**config.mk**
```make
export PLATFORM = sky130hd
export DESIGN_NAME = bcd2bin
export DESIGN_NICKNAME = d
export VERILOG_FILES = /design/src/rtl/bcd2bin.sv
export SDC_FILE = /design/constraint.sdc
export NUM_CORES = 1
export LEC_CHECK = 0
export CAP_MARGIN = 20
export CORE_ASPECT_RATIO = 0.5
export CORE_MARGIN = 4
export CORE_UTILIZATION = 50
export DETAILED_ROUTE_END_ITERATION = 8
export GPL_TIMING_DRIVEN = 0
export PLACE_DENSITY = 0.8
export REMOVE_ABC_BUFFERS = 1
export SLEW_MARGIN = 0
export SYNTH_ARGS = -nofsm -noshare
export SYNTH_HDL_FRONTEND = slang
export SYNTH_SLANG_ARGS = --single-unit
```
**constraint.sdc**
```tcl
create_clock -name clk -period 2.95 [get_ports clk]
set_clock_uncertainty 0.1 [all_clocks]
set_input_delay 0.59 -clock clk [delete_from_list [all_inputs] [get_ports clk]]
set_output_delay 0.59 -clock clk [all_outputs]
set_load 0.1 [all_outputs]
```
**src/rtl/bcd2bin.sv**
```systemverilog
// rtl/bcd2bin.sv - sequential four-digit BCD to N-bit binary converter
// Consumes one captured digit per clock, MSD first, via acc*10 + digit.
module bcd2bin #(
   parameter int N = 7
) (
   input  logic         clk,
   input  logic         rst,
   input  logic         start,
   input  logic [3:0]   bcd3,
   input  logic [3:0]   bcd2,
   input  logic [3:0]   bcd1,
   input  logic [3:0]   bcd0,
   output logic [N-1:0] bin,
   output logic         done,
   output logic         busy,
   output logic         err_digit,
   output logic         ovf
);

   localparam logic [1:0] IDLE = 2'd0;
   localparam logic [1:0] CONV = 2'd1;
   localparam logic [1:0] DONE = 2'd2;

   localparam logic [31:0] MAX_VAL = (32'd1 << N) - 32'd1;

   logic [1:0]  state;
   logic [15:0] digits;
   logic [13:0] acc;
   logic [1:0]  idx;
   logic        err;

   logic [3:0]  digit;
   logic [13:0] acc_next;
   logic        digit_bad;
   logic        too_big;

   // Non-BCD nibbles may wrap the 14-bit accumulator; the err flag masks that result.
   always_comb begin
      digit     = digits[{idx, 2'b00} +: 4];
      acc_next  = (acc << 3) + (acc << 1) + {10'd0, digit};
      digit_bad = digit > 4'd9;
      too_big   = 32'(acc_next) > MAX_VAL;
   end

   always_ff @(posedge clk) begin
      if (rst) begin
         state     <= IDLE;
         digits    <= '0;
         acc       <= '0;
         idx       <= '0;
         err       <= 1'b0;
         bin       <= '0;
         done      <= 1'b0;
         busy      <= 1'b0;
         err_digit <= 1'b0;
         ovf       <= 1'b0;
      end else begin
         case (state)
            IDLE, DONE: begin
               if (start) begin
                  digits <= {bcd3, bcd2, bcd1, bcd0};
                  acc    <= '0;
                  idx    <= 2'd3;
                  err    <= 1'b0;
                  state  <= CONV;
                  busy   <= 1'b1;
                  done   <= 1'b0;
               end
            end
            CONV: begin
               acc <= acc_next;
               idx <= idx - 2'd1;
               err <= err | digit_bad;
               if (idx == 2'd0) begin
                  state <= DONE;
                  busy  <= 1'b0;
                  done  <= 1'b1;
                  if (err | digit_bad) begin
                     err_digit <= 1'b1;
                     ovf       <= 1'b0;
                     bin       <= '0;
                  end else begin
                     err_digit <= 1'b0;
                     ovf       <= too_big;
                     bin       <= N'(acc_next);
                  end
               end
            end
            default: state <= IDLE;
         endcase
      end
   end

endmodule

```
==> impl_metrics.csv <==
group,metric,value,unit
global_route,grt_pass1_wl,9.32,mm
clock_network,cts.htree.levels,2,
routing,wire_per_inst,15.3,um
sta,whs,357,ps
final_layout,area_delta_synth_final,27.0,%
synth,ys_seq_area_frac,0.376,
setup_path,worstPathMaxFanout,3,
final_layout,drive_gt1_frac,0.200,
place,dpl.cell_count,348,
floorplanning,start_util,0.532,
sta,slew_headroom,0.253,
place,port_buffers,29,
clock_network,clock-sinks,45,
global_route,overflow,0,
routing,drt_iter0_drc,138,
global_route,grt.total_usage,0.193,
synth,synthArstFlopShare,0,
floorplanning,die_h,57.0,um
routing,route.detailed.drc,0,
synth,synth_top_area_share,0.376,
routing,dr_total_vias,2056,
power_and_ir_drop,p_per_area,432,nW/um^2
final_layout,n_fill_cell,360,
synth,synth.most_common_cell,"dfxtp_1",
setup_path,crit_buf_inv,2,
global_route,grt_pass1_vias,1998,
floorplanning,rows,17,
final_layout,fin_nets,348,
setup_path,critPathLaunchType,"flip-flop",
sta,rsz0062_at_grt,"true",
power_and_ir_drop,ir_drop,0.339,mV
synth,syn_area_per_cell,9.01,sq um
routing,ant_nets,0,
synth,synth_area_leaders,"dfxtp_1, ha_1, a22oi_1",
clock_network,cts_root_buffer,"clkbuf_8",
setup_path,endpoint_kind,"flip-flop",
clock_network,clk_pin_slew,80,ps
synth,synth_edf_count,0,
floorplanning,die_area,6030,sq um
global_route,grt_max_degree,46,
routing,routed_wl,5.69,mm
setup_path,path_class,"flip-flop to flip-flop",
routing,firstDrtPassIters,5,
setup_path,path_common_cell,"o31a_1",
routing,viasPerCell,5.54,
sta,slew_viol_final,0,
run_status,outcome,"finished, violations left",
final_layout,post_layout_nonfiller_instances,371,
clock_network,cts_hold_buf,0,
place,hpwl,3.70,mm
floorplanning,coreArea,4510,sq um
synth,syn-cell-area,2400,sq um
final_layout,diodes,0,
synth,ys_top_cells_by_count,"dfxtp_1, nand2_1, a21oi_1",
sta,tightest_slew,1120,ps
sta,post-route-period-util,1.13,
place,dpl_worst_slack,-840,ps
hold_path,hold_path.class,"flip-flop to flip-flop",
synth,synthDistinctLibCells,44,
setup_path,cp.arrival,3490,ps
setup_path,required,3100,ps
setup_path,path_cells,"buf_4 > mux4_2 > ha_4 > ha_4 > inv_2 > fa_2 > nor2b_2 > o31a_1 > o31a_1 > o31a_1 > xnor2_2 > mux2_4 > nor2_1",
floorplanning,fp.dieW,106,um
run_status,violations,"setup timing",
setup_path,cpPeakStageDelay,540,ps
run,maxCapViolCount,0,
setup_path,regToRegSetupSlack,-390,ps
synth,yosys_warnings,0,
clock_network,cts_tree,"built",
setup_path,critical-path-slowest-cell,"mux4_2",
sta,setup_viol,7,
power_and_ir_drop,p_leak,1.23,nW
setup_path,critPathTopFamily,"compound AO/OA/AOI/OAI gates",
sta,finalSetupTns,-1620,ps
clock_network,clkLatencyLatePin,310,ps
clock_network,cts_inserted_buffers,5,
synth,ys.flop_type,"dfxtp_1",
synth,yosysTopAreaCell,"dfxtp_1",
clock_network,clockBufferDepth,2,
sta,worst_slack,-393,ps
sta,fmax,299,MHz
floorplanning,io-pin-count,30,
sta,hold_viol_final,0,
place,finalWeightedCongestion,0.801,
synth,syn_inst,266,
global_route,grt_antenna_before_repair,0,
synth,ys_ff_latch,45,
sta,min_period,3340,ps
sequential cells by signal, summed over array words and instances, names as in the netlist:
register   cells
digits        16
acc           13
bin            7
err_digit      1
done           1
err            1
idx            2
busy           1
state          2
ovf            1
kinds of logic (layout without fill, tap and decap cells):
logic type / count (synthesis) / in the layout / synth area share
flops: 45 / 45 / 0.376
buf+inv: 25 / 64 / 0.0423
mux: 5 / 5 / 0.0454
fa+ha+maj: 25 / 25 / 0.137
xor+xnor: 9 / 9 / 0.0329
simple gates: 83 / 83 / 0.156
compound gates: 74 / 74 / 0.211
metal layers:
layer	vias up	GRT usage	routed length, um
li1	1013	-	-
met1	973	0.234	2480
met2	58	0.335	2780
met3	12	0.0418	329
met4	0	0.0867	110
met5	-	0	0
worst reg2reg max path, cell delays in order, from the launching register on:
cell	delay, ps
dfxtp_4	370
buf_4	130
mux4_2	540
ha_4	250
ha_4	160
inv_2	50
fa_2	220
nor2b_2	50
o31a_1	290
o31a_1	310
o31a_1	300
xnor2_2	170
mux2_4	270
nor2_1	70
cell usage in the layout (no fill, tap or decap), drive strengths merged, types with 2 or more instances in the layout:
cell and instances:
dfxtp 45, nand2 39, a21oi 31, nor2 30, clkdlybuf4s50 28, ha 23
a22oi 22, buf 17, inv 11, xnor2 7, clkbuf 6, o21ai 5
mux4 4, o31a 3, a21o 3, nor3 3, o21a 2, nand2b 2
a31oi 2, nor2b 2, xor2 2, fa 2, clkinv 2
repair_timing:
item,in CTS,in global routing
resized for setup,18,8
buffers inserted,8,8
pin swaps,14,20
endpoints found under the setup margin,9,8
through the flow:
stage / total power [W] / utilization / instance area (sq um)
after global placement: 0.000878 / 0.601 / 2710
after CTS: 0.00131 / 0.658 / 2970
after global routing: 0.00139 / 0.675 / 3050
after detailed placement: 0.000886 / 0.602 / 2720
after floorplan: 0.000808 / - / 2340
final: 0.00132 / 0.675 / 3050
final timing paths:
kind | start | endpoint | cells past startpoint
max | idx[0] | acc[10] | 13
min | digits[1] | digits[1] | 2
max reg2reg | idx[0] | acc[10] | 13
min reg2reg | digits[1] | digits[1] | 2
final cells by class:
type	instances	area, sq um	area share
multi-input combinational	196	1510	0.495
clock buffer	6	82.6	0.0271
inverter	11	41.3	0.0136
clock inverter	2	13.8	0.00452
tap	66	82.6	0.0271
sequential	45	905	0.297
timing repair buffer	45	413	0.136
power breakdown:
part	internal, W	switching (W)
sequential	0.000634	0.0000180
combinational	0.000104	0.000152
clock	0.000190	0.000216
Power figures use the tool's default switching activity.
